<file path="config.mk">
export PLATFORM = sky130hd
export DESIGN_NAME = apb_spi_master_ctrl_flat
export DESIGN_NICKNAME = d
export VERILOG_FILES = /design/src/rtl/apb_spi_master_ctrl_if.sv /design/src/rtl/apb_spi_master_ctrl.sv /design/src/flat_wrapper.sv
export SDC_FILE = /design/constraint.sdc
export NUM_CORES = 1
export LEC_CHECK = 0
export CAP_MARGIN = 20
export CORE_UTILIZATION = 57
export CTS_CLUSTER_DIAMETER = 60
export DETAILED_ROUTE_END_ITERATION = 16
export DONT_BUFFER_PORTS = 1
export HOLD_SLACK_MARGIN = 0.05
export PLACE_DENSITY = 0.75
export SLEW_MARGIN = 5
export SYNTH_ARGS = -nofsm -noshare
export SYNTH_HDL_FRONTEND = slang
export SYNTH_SLANG_ARGS = --single-unit
</file>
<file path="constraint.sdc">
create_clock -name clk_i -period 3.41 [get_ports clk_i]
set_input_delay 1.023 -clock clk_i [delete_from_list [all_inputs] [get_ports clk_i]]
set_output_delay 1.023 -clock clk_i [all_outputs]
set_load 0.03 [all_outputs]
</file>
<file path="src/rtl/apb_spi_master_ctrl_if.sv">
// APB slave bus bundle for the SPI master controller.
interface apb_spi_master_ctrl_if;
    logic        apb_psel_i;
    logic        apb_penable_i;
    logic        apb_pwrite_i;
    logic [3:0]  apb_paddr_bi;
    logic [31:0] apb_pwdata_bi;
    logic [31:0] apb_prdata_bo;
    logic        apb_pready_o;
    logic        apb_pslverr_o;

    modport slave (
        input  apb_psel_i, apb_penable_i, apb_pwrite_i, apb_paddr_bi, apb_pwdata_bi,
        output apb_prdata_bo, apb_pready_o, apb_pslverr_o
    );

    modport master (
        output apb_psel_i, apb_penable_i, apb_pwrite_i, apb_paddr_bi, apb_pwdata_bi,
        input  apb_prdata_bo, apb_pready_o, apb_pslverr_o
    );
endinterface

</file>
<file path="src/rtl/apb_spi_master_ctrl.sv">
// APB-programmable byte sequencer in front of an SPI master driver.
// TX FIFO feeds the driver one byte per transaction; the byte the driver
// received is captured into the RX FIFO when the transaction ends.
//
// state        | meaning
// -------------+---------------------------------------------------------
// S_IDLE       | no transfer; starts one when enabled and TX holds data
// S_WAIT_BUSY  | start pulse issued, waiting for the driver to go busy
// S_WAIT_DONE  | driver busy, waiting for it to finish, then capture RX
module apb_spi_master_ctrl #(
    parameter int FIFO_DEPTH = 4
) (
    input  logic                 clk_i,
    input  logic                 rst_i,
    apb_spi_master_ctrl_if.slave apb,
    output logic                 drv_start_o,
    output logic [7:0]           drv_data_bo,
    input  logic                 drv_busy_i,
    input  logic [7:0]           drv_data_bi
);
    localparam int AW = $clog2(FIFO_DEPTH);
    localparam int CW = AW + 1;
    localparam logic [CW-1:0] DEPTH_C = CW'(FIFO_DEPTH);
    localparam logic [CW-1:0] CNT_ONE = CW'(1);
    localparam logic [AW-1:0] PTR_ONE = AW'(1);
    localparam logic [1:0]    A_DATA   = 2'd0;
    localparam logic [1:0]    A_STATUS = 2'd1;
    localparam logic [1:0]    A_CTRL   = 2'd2;

    typedef enum logic [1:0] {
        S_IDLE      = 2'd0,
        S_WAIT_BUSY = 2'd1,
        S_WAIT_DONE = 2'd2
    } state_t;

    state_t        state_q, state_d;
    logic          drv_start_q, drv_start_d;
    logic [7:0]    drv_data_q, drv_data_d;
    logic          enable_q, enable_d;
    logic          rx_overrun_q, rx_overrun_d;

    logic [7:0]    tx_mem_q [FIFO_DEPTH];
    logic [7:0]    tx_mem_d [FIFO_DEPTH];
    logic [AW-1:0] tx_wr_ptr_q, tx_wr_ptr_d, tx_rd_ptr_q, tx_rd_ptr_d;
    logic [CW-1:0] tx_cnt_q, tx_cnt_d;

    logic [7:0]    rx_mem_q [FIFO_DEPTH];
    logic [7:0]    rx_mem_d [FIFO_DEPTH];
    logic [AW-1:0] rx_wr_ptr_q, rx_wr_ptr_d, rx_rd_ptr_q, rx_rd_ptr_d;
    logic [CW-1:0] rx_cnt_q, rx_cnt_d;

    logic          access, acc_wr, acc_rd;
    logic [1:0]    sel;
    logic          tx_empty, tx_full, rx_empty, rx_full, seq_busy;
    logic          apb_push, apb_pop, seq_pop, cap_req, rx_push, ovr_set, ovr_clr;
    logic [31:0]   status_word;
    logic          unused_bits;

    // Only the low byte of write data, bit 5 and bit 0 matter; paddr[1:0] is byte lane.
    assign unused_bits = ^{apb.apb_pwdata_bi[31:8], apb.apb_paddr_bi[1:0]};

    assign apb.apb_pready_o = 1'b1;
    assign drv_start_o      = drv_start_q;
    assign drv_data_bo      = drv_data_q;

    // Address decode and FIFO flags; full/empty come from registered counts.
    always_comb begin
        access      = apb.apb_psel_i & apb.apb_penable_i;
        acc_wr      = access & apb.apb_pwrite_i;
        acc_rd      = access & ~apb.apb_pwrite_i;
        sel         = apb.apb_paddr_bi[3:2];
        tx_empty    = (tx_cnt_q == '0);
        tx_full     = (tx_cnt_q == DEPTH_C);
        rx_empty    = (rx_cnt_q == '0);
        rx_full     = (rx_cnt_q == DEPTH_C);
        seq_busy    = (state_q != S_IDLE);
        status_word = {26'd0, rx_overrun_q, seq_busy, rx_full, rx_empty, tx_full, tx_empty};
        apb_push    = acc_wr & (sel == A_DATA) & ~tx_full;
        apb_pop     = acc_rd & (sel == A_DATA) & ~rx_empty;
        ovr_clr     = acc_wr & (sel == A_STATUS) & apb.apb_pwdata_bi[5];
    end

    // APB read data and error response; held at zero outside access phase and in reset.
    always_comb begin
        apb.apb_prdata_bo = 32'd0;
        apb.apb_pslverr_o = 1'b0;
        if (access && !rst_i) begin
            case (sel)
                A_DATA: begin
                    if (apb.apb_pwrite_i) begin
                        apb.apb_pslverr_o = tx_full;
                    end else if (rx_empty) begin
                        apb.apb_pslverr_o = 1'b1;
                    end else begin
                        apb.apb_prdata_bo = {24'd0, rx_mem_q[rx_rd_ptr_q]};
                    end
                end
                A_STATUS: begin
                    if (!apb.apb_pwrite_i) apb.apb_prdata_bo = status_word;
                end
                A_CTRL: begin
                    if (!apb.apb_pwrite_i) apb.apb_prdata_bo = {31'd0, enable_q};
                end
                default: apb.apb_pslverr_o = 1'b1;
            endcase
        end
    end

    // Sequencer next state, start pulse and driver byte.
    always_comb begin
        state_d     = state_q;
        drv_start_d = 1'b0;
        drv_data_d  = drv_data_q;
        seq_pop     = 1'b0;
        cap_req     = 1'b0;
        case (state_q)
            S_IDLE: begin
                if (enable_q && !tx_empty) begin
                    seq_pop     = 1'b1;
                    drv_data_d  = tx_mem_q[tx_rd_ptr_q];
                    drv_start_d = 1'b1;
                    state_d     = S_WAIT_BUSY;
                end
            end
            S_WAIT_BUSY: begin
                if (drv_busy_i) state_d = S_WAIT_DONE;
            end
            S_WAIT_DONE: begin
                if (!drv_busy_i) begin
                    cap_req = 1'b1;
                    state_d = S_IDLE;
                end
            end
            default: state_d = S_IDLE;
        endcase
    end

    // FIFO pointers/counts, control register and sticky overrun flag.
    always_comb begin
        tx_mem_d    = tx_mem_q;
        tx_wr_ptr_d = tx_wr_ptr_q;
        tx_rd_ptr_d = tx_rd_ptr_q;
        tx_cnt_d    = tx_cnt_q;
        rx_mem_d    = rx_mem_q;
        rx_wr_ptr_d = rx_wr_ptr_q;
        rx_rd_ptr_d = rx_rd_ptr_q;
        rx_cnt_d    = rx_cnt_q;
        enable_d    = enable_q;
        rx_overrun_d = rx_overrun_q;

        // A full RX still accepts the capture when the same cycle frees a slot.
        rx_push = cap_req & (~rx_full | apb_pop);
        ovr_set = cap_req & rx_full & ~apb_pop;

        if (apb_push) begin
            tx_mem_d[tx_wr_ptr_q] = apb.apb_pwdata_bi[7:0];
            tx_wr_ptr_d           = tx_wr_ptr_q + PTR_ONE;
        end
        if (seq_pop) tx_rd_ptr_d = tx_rd_ptr_q + PTR_ONE;
        if (apb_push && !seq_pop)      tx_cnt_d = tx_cnt_q + CNT_ONE;
        else if (!apb_push && seq_pop) tx_cnt_d = tx_cnt_q - CNT_ONE;

        if (rx_push) begin
            rx_mem_d[rx_wr_ptr_q] = drv_data_bi;
            rx_wr_ptr_d           = rx_wr_ptr_q + PTR_ONE;
        end
        if (apb_pop) rx_rd_ptr_d = rx_rd_ptr_q + PTR_ONE;
        if (rx_push && !apb_pop)      rx_cnt_d = rx_cnt_q + CNT_ONE;
        else if (!rx_push && apb_pop) rx_cnt_d = rx_cnt_q - CNT_ONE;

        if (acc_wr && (sel == A_CTRL)) enable_d = apb.apb_pwdata_bi[0];
        if (ovr_clr) rx_overrun_d = 1'b0;
        if (ovr_set) rx_overrun_d = 1'b1;
    end

    // State register with asynchronous reset.
    always_ff @(posedge clk_i or posedge rst_i) begin
        if (rst_i) begin
            state_q      <= S_IDLE;
            drv_start_q  <= 1'b0;
            drv_data_q   <= 8'h00;
            enable_q     <= 1'b0;
            rx_overrun_q <= 1'b0;
            tx_mem_q     <= '{default: 8'h00};
            tx_wr_ptr_q  <= '0;
            tx_rd_ptr_q  <= '0;
            tx_cnt_q     <= '0;
            rx_mem_q     <= '{default: 8'h00};
            rx_wr_ptr_q  <= '0;
            rx_rd_ptr_q  <= '0;
            rx_cnt_q     <= '0;
        end else begin
            state_q      <= state_d;
            drv_start_q  <= drv_start_d;
            drv_data_q   <= drv_data_d;
            enable_q     <= enable_d;
            rx_overrun_q <= rx_overrun_d;
            tx_mem_q     <= tx_mem_d;
            tx_wr_ptr_q  <= tx_wr_ptr_d;
            tx_rd_ptr_q  <= tx_rd_ptr_d;
            tx_cnt_q     <= tx_cnt_d;
            rx_mem_q     <= rx_mem_d;
            rx_wr_ptr_q  <= rx_wr_ptr_d;
            rx_rd_ptr_q  <= rx_rd_ptr_d;
            rx_cnt_q     <= rx_cnt_d;
        end
    end
endmodule

</file>
<file path="src/flat_wrapper.sv">
// flat-port wrapper written by rule: the top's interface ports become plain ports
module apb_spi_master_ctrl_flat 
#(
    parameter int FIFO_DEPTH = 4
)
  (clk_i, rst_i, drv_start_o, drv_data_bo, drv_busy_i, drv_data_bi, apb_apb_psel_i, apb_apb_penable_i, apb_apb_pwrite_i, apb_apb_paddr_bi, apb_apb_pwdata_bi, apb_apb_prdata_bo, apb_apb_pready_o, apb_apb_pslverr_o);
  apb_spi_master_ctrl_if apb_i ();
  input  logic clk_i;
  input  logic rst_i;
  output logic drv_start_o;
  output logic [7:0] drv_data_bo;
  input  logic drv_busy_i;
  input  logic [7:0] drv_data_bi;
  input wire logic [$bits(apb_i.apb_psel_i)-1:0] apb_apb_psel_i;
  input wire logic [$bits(apb_i.apb_penable_i)-1:0] apb_apb_penable_i;
  input wire logic [$bits(apb_i.apb_pwrite_i)-1:0] apb_apb_pwrite_i;
  input wire logic [$bits(apb_i.apb_paddr_bi)-1:0] apb_apb_paddr_bi;
  input wire logic [$bits(apb_i.apb_pwdata_bi)-1:0] apb_apb_pwdata_bi;
  output wire logic [$bits(apb_i.apb_prdata_bo)-1:0] apb_apb_prdata_bo;
  output wire logic [$bits(apb_i.apb_pready_o)-1:0] apb_apb_pready_o;
  output wire logic [$bits(apb_i.apb_pslverr_o)-1:0] apb_apb_pslverr_o;
  assign apb_i.apb_psel_i = apb_apb_psel_i;
  assign apb_i.apb_penable_i = apb_apb_penable_i;
  assign apb_i.apb_pwrite_i = apb_apb_pwrite_i;
  assign apb_i.apb_paddr_bi = apb_apb_paddr_bi;
  assign apb_i.apb_pwdata_bi = apb_apb_pwdata_bi;
  assign apb_apb_prdata_bo = apb_i.apb_prdata_bo;
  assign apb_apb_pready_o = apb_i.apb_pready_o;
  assign apb_apb_pslverr_o = apb_i.apb_pslverr_o;
  apb_spi_master_ctrl #(.FIFO_DEPTH(FIFO_DEPTH)) u_core (.clk_i(clk_i), .rst_i(rst_i), .apb(apb_i), .drv_start_o(drv_start_o), .drv_data_bo(drv_data_bo), .drv_busy_i(drv_busy_i), .drv_data_bi(drv_data_bi));
endmodule
</file>
==> metrics.txt, run 1 <==
H-Tree Depth 3; PwrDens 788 nW/um2; All-Layer GR Usage 0.209; Worst setup EP type output pin; first-pass GRT wire length 13200 um; status completed; Clock power frac 0.188; clock slew at reported path FFs 80 ps; RSZ-0062 raised after global routing false; Wirelength per Cell ~18 um; commonest non-fill, non-tap cell in the layout dfrtp_1; LEAKAGE ~2.3 nW; Sw Share 0.338; clock period minus final worst setup slack 3250 ps; final critical-path share of the clock period 0.954; NetSw 1.31 mW; setup violators final 0; FF+latch area between 2000 and 2500 um2; DRC Markers 0; filler instances 597; setup bufs post-CTS 0; HPWL after DPL approximately 5700 um; initial antenna violation count 0; CTS Buf Count 9; Clock Latency Late Sink 360 ps; die width 91.8 um; fin nets 407; fmax 0.308 GHz; largest net degree at the start of global routing 48; routability cong. around 0.77; clk sinks 91; die area 8430 um2; layout cell share with drive strength beyond 1 0.399; Cell variety after synth 44; CTS tree yes; vias in the first global route 2587; Reg2Reg Depth 6; worst vdd ir 0.000406 V; Arrival @ worst endpoint 2230 ps; synth-to-layout area growth 7.16%; Syn. warnings 0; max-slew violation count 0; ys async rst share 1.00; Post-synth EDFFs 0; Antenna Nets Post-Route 0; P_int 2.57 mW; Critical Path Fanout Max 5; Slew HR 0.470; Chip Height 91.8 um; Comb power frac 0.291; initial drt markers about 140; synthesized cell area 4600 um2; final-report hold violation count 0; FP Rows 32; Post-synth top flop dfrtp_1; Starting Density 0.592; Worst Tran Pin Value 794 ps; Root Driver clkbuf_8; num ports 93; grt ovf 0; Core Box Area a little under 8000 um2; Seq/Total Area, Yosys 0.495; min-delay worst type register to register; Req. time, crit path 2390 ps; setup TNS 0 ps; total wire length 8050 um; Max Root-Sink Buffers 2; cts repair resizes 0; sequential share of power 0.520; Worst Skew roughly 8.9 ps; Mapped Cells around 320; CP startpoint kind input pin; post-detailed-route via-to-cell ratio 5.67; hold_ws 500 ps; Diodes inserted 0; most frequent cells in the layout 91 x dfrtp_1, 76 x mux2_2, 25 x conb_1; Hold Path Depth 1; detailed-router iteration count before antenna repair 4; footprint of the multi-input gates 2120 um2; Port Buffers 0; Vias 2542; Syn Area/Cell 14.2 um2; Post-CTS Hold Buffers 0; max-capacitance violation count 0; #FFs+latches synth between 90 and 100; Crit Path Class input pin to output pin
power groups by stage:
| stage | combinational (mW) | clock, mW | sequential (mW) |
|---|---|---|---|
| floorplan | 1.09 | 0 | 1.85 |
| detailed placement | 1.14 | 0 | 2.04 |
| global route | 1.23 | 0.778 | 2.09 |
| finish | 1.13 | 0.730 | 2.02 |
| global placement | 1.10 | 0 | 2.02 |
| CTS | 1.15 | 0.740 | 2.02 |
kinds of logic (layout without fill, tap and decap cells):
kind of cell               after synthesis  count (layout)  synth area share
muxes                                   93              93             0.267
and+or+nand+nor                         40              40            0.0618
DFF                                     91              91             0.495
AOI/OAI and AO/OA                       19              19            0.0411
xor gates and xnor gates                12              12            0.0229
buffers and inverters                   50              50            0.0637
other                                    2              25           0.00163
adders and majority gates               16              16            0.0468
per-layer routing:
metal / global-route usage / wire [um] / vias up
met3: 0.0506 / 366 / 13
met1: 0.275 / 3620 / 1327
met5: 0 / 0 / -
met2: 0.333 / 3880 / 56
li1: - / - / 1146
met4: 0.0911 / 177 / 0
state kept, by name, summed over array words and instances, names as in the netlist:
| name | flops |
|---|---|
| u_core.rx_overrun_q | 1 |
| u_core.tx_wr_ptr_q | 2 |
| u_core.tx_rd_ptr_q | 2 |
| u_core.state_q | 2 |
| u_core.rx_cnt_q | 3 |
| u_core.drv_start_o | 1 |
| u_core.drv_data_bo | 8 |
| u_core.rx_mem_q | 32 |
| u_core.rx_wr_ptr_q | 2 |
| u_core.rx_rd_ptr_q | 2 |
| u_core.enable_q | 1 |
| u_core.tx_cnt_q | 3 |
| u_core.tx_mem_q | 32 |
layout make-up:
cell class,instances,area share
clock buffer,11,0.0267
inverter,16,0.0124
timing repair buffer,18,0.0300
multi-input combinational,205,0.430
tap,102,0.0259
clock inverter,5,0.0124
sequential,91,0.462
through the flow:
step                cells  total power, mW  cell area [um2]   util  worst slack, ps
floorplan             346             2.94             4690      -             23.4
global placement      432             3.11             4730  0.609              188
detailed placement    432             3.18             4730  0.609              181
CTS                   448             3.91             4930  0.634              168
global route          448             4.10             4930  0.634             42.5
finish                448             3.88             4930  0.634              158
synth_stat cells, drive strengths merged (6+ instances only):
cell / count / area share
dfrtp: 91 / 0.50
nand3: 7 / 0.012
mux4: 16 / 0.078
o21ai: 6 / 0.0065
mux2: 76 / 0.19
inv: 16 / 0.013
ha: 14 / 0.038
nor2: 6 / 0.0049
buf: 30 / 0.047
xnor2: 6 / 0.011
xor2: 6 / 0.011
critical path: stages:
cell       delay, ps
ha_1             200
nand4bb_1        250
nor3_1           230
buf_4            190
a32o_1           160
buf_4            170
path summary, 6_finish.rpt:
| check | start | endpoint | slack [ps] |
|---|---|---|---|
| setup / recovery | apb_apb_paddr_bi[2] | apb_apb_prdata_bo[5] | 160 |
| hold / removal | u_core.rx_cnt_q[2] | u_core.rx_cnt_q[2] | 500 |
| setup reg to reg | u_core.rx_cnt_q[0] | u_core.rx_cnt_q[1] | 1020 |
| hold reg to reg | u_core.rx_cnt_q[2] | u_core.rx_cnt_q[2] | 500 |
| max in group asynchronous | rst_i | u_core.rx_mem_q[16] | 2060 |
| min in group asynchronous | rst_i | u_core.rx_mem_q[11] | 650 |
Power figures use the tool's default switching activity.
==> inputs of run 2 (changes only) <==
GPL_TIMING_DRIVEN = 0   (was unset)
==> run 2 against run 1 <==
Against the previous run: maximum frequency shrank 3.2%; critical path depth shrank 2; register-to-register slack lost 160 ps; non-clock buffer count grew 17; utilization grew 2.0 points; power grew 0.73%; die area is the same; first-iteration DRC count shrank 27%; via count grew 0.63%; cell count grew 3.8%; clock power shrank 2%; sequential power shrank 5%; largest cell class unchanged.
==> metrics.txt, run 2 (synthesis results as in run 1) <==
clk sinks 91; H-Tree Depth 3; LEAKAGE approximately 2.4 nW; final critical-path share of the clock period 0.985; hold_ws 506 ps; initial drt markers 99; Slew HR 0.480; setup TNS 0 ps; vias in the first global route roughly 2600; layout cell share with drive strength beyond 1 0.438; Design Power 3.91 mW; Req. time, crit path between 2000 and 2500 ps; Crit Path Class input pin to output pin; Clock Latency Late Sink ~360 ps; Starting Density 0.592; clock slew at reported path FFs 80 ps; Diodes inserted 0; Port Buffers 0; setup bufs post-CTS 0; detailed-router iteration count before antenna repair 4; setup violators final 0; Max Root-Sink Buffers 2; Worst Skew 14.6 ps; PwrDens 769 nW/um2; first-pass GRT wire length 13200 um; commonest non-fill, non-tap cell in the layout dfrtp_1; min-delay worst type register to register; synth-to-layout area growth 10.6%; RSZ-0062 raised after global routing false; num ports 93; CP startpoint kind input pin; CP max-delay cell nor3_4; grt ovf 0; HPWL after DPL around 5700 um; Cell Area, Placed approximately 4800 um2; max-slew violation count 0; initial antenna violation count 0; fmax 0.298 GHz; Largest stage delay, worst path 430 ps; Worst Tran Pin Value 781 ps; Worst setup EP type output pin; Post-CTS Hold Buffers 0; most frequent cells in the layout 91 x dfrtp_1, 76 x mux2_2, 25 x buf_4, 25 x conb_1, 16 x mux4_2; r2r setup slk approximately 860 ps; CTS Buf Count 9; max-capacitance violation count 0; All-Layer GR Usage 0.209; status completed; worst vdd ir 0.000473 V; die area 8430 um2; CTS tree yes; total wire length 8050 um; Critical Path Fanout Max 7; DRC Markers 0; filler instances roughly 580; final non-filler cell area 5080 um2; Core Box Area between 7000 and 8000 um2; fin nets 424; post-detailed-route via-to-cell ratio approximately 5.5; clock period minus final worst setup slack 3360 ps; cell-by-cell trace of the critical path ha_1 -> nand4bb_1 -> nor3_4 -> a22o_2; FP Rows 32; Wirelength per Cell 17.3 um; routability cong. 0.802; die width 91.8 um; Arrival @ worst endpoint 2330 ps; final-report hold violation count 0; largest net degree at the start of global routing 53; Chip Height 91.8 um; Antenna Nets Post-Route 0; Root Driver clkbuf_8; Vias 2558
-- run 2: cell types whose count changed in the layout (fill, tap and decap cells not counted), moves of 2 or more --
cell / change
nor3_1: -2
clkbuf_1: +4
buf_4: +8
buf_2: +3
a32o_1: -4
a32o_2: +4
-- run 2: layout make-up --
class | count | area, um2 | area share
sequential | 91 | 2280 | 0.448
multi-input combinational | 205 | 2160 | 0.425
buffer | 34 | 233 | 0.0458
clock buffer | 11 | 131 | 0.0258
tap | 102 | 128 | 0.0251
inverter | 16 | 62.6 | 0.0123
clock inverter | 5 | 61.3 | 0.0121
timing repair buffer | 1 | 27.5 | 0.00542
-- run 2: layer usage --
| metal | share of wire | global-route usage | vias to the layer above | routed length (um) |
|---|---|---|---|---|
| met1 | 0.45 | 0.284 | 1280 | 3580 |
| met3 | 0.054 | 0.0431 | 20 | 432 |
| met5 | 0 | 0 | - | 0 |
| met2 | 0.47 | 0.321 | 77 | 3810 |
| met4 | 0.027 | 0.108 | 0 | 218 |
| li1 | - | - | 1181 | - |
-- run 2: timing repair --
item / in CTS / in global routing
endpoints found under the setup margin: 8 / 7
resized for setup: 6 / 5
pin swaps: 0 / 1
-- run 2: worst paths after layout --
path,start,endpoint,cells past startpoint
min in group asynchronous,rst_i,u_core.rx_mem_q[27],1
setup reg to reg,u_core.tx_cnt_q[1],u_core.tx_cnt_q[2],9
hold reg to reg,u_core.tx_cnt_q[2],u_core.tx_cnt_q[2],1
max in group asynchronous,rst_i,u_core.tx_cnt_q[1],2
hold / removal,u_core.tx_cnt_q[2],u_core.tx_cnt_q[2],1
setup / recovery,apb_apb_paddr_bi[2],apb_apb_prdata_bo[0],4
-- run 2: per-stage QoR --
step           worst slack (ps)   util  instances
3_3_place_gp               -860  0.620        448
6_report                   52.3  0.654        465
3_5_place_dp               -362  0.624        449
2_1_floorplan              23.4      -        346
5_1_grt                    14.8  0.654        465
4_1_cts                   -4.10  0.653        465
-- run 2: critical path, delay by kind of cell --
family,cells,cell delay (ps)
and+or+nand+nor,2,760
AOI/OAI and AO/OA,1,340
adders and majority gates,1,200
-- run 2: report_power, final --
| group | total [mW] | switching (mW) | internal (mW) | leakage [nW] |
|---|---|---|---|---|
| Combinational | 1.28 | 0.555 | 0.722 | 1.12 |
| Sequential | 1.91 | 0.382 | 1.53 | 1.18 |
| Clock | 0.719 | 0.377 | 0.342 | 0.0862 |
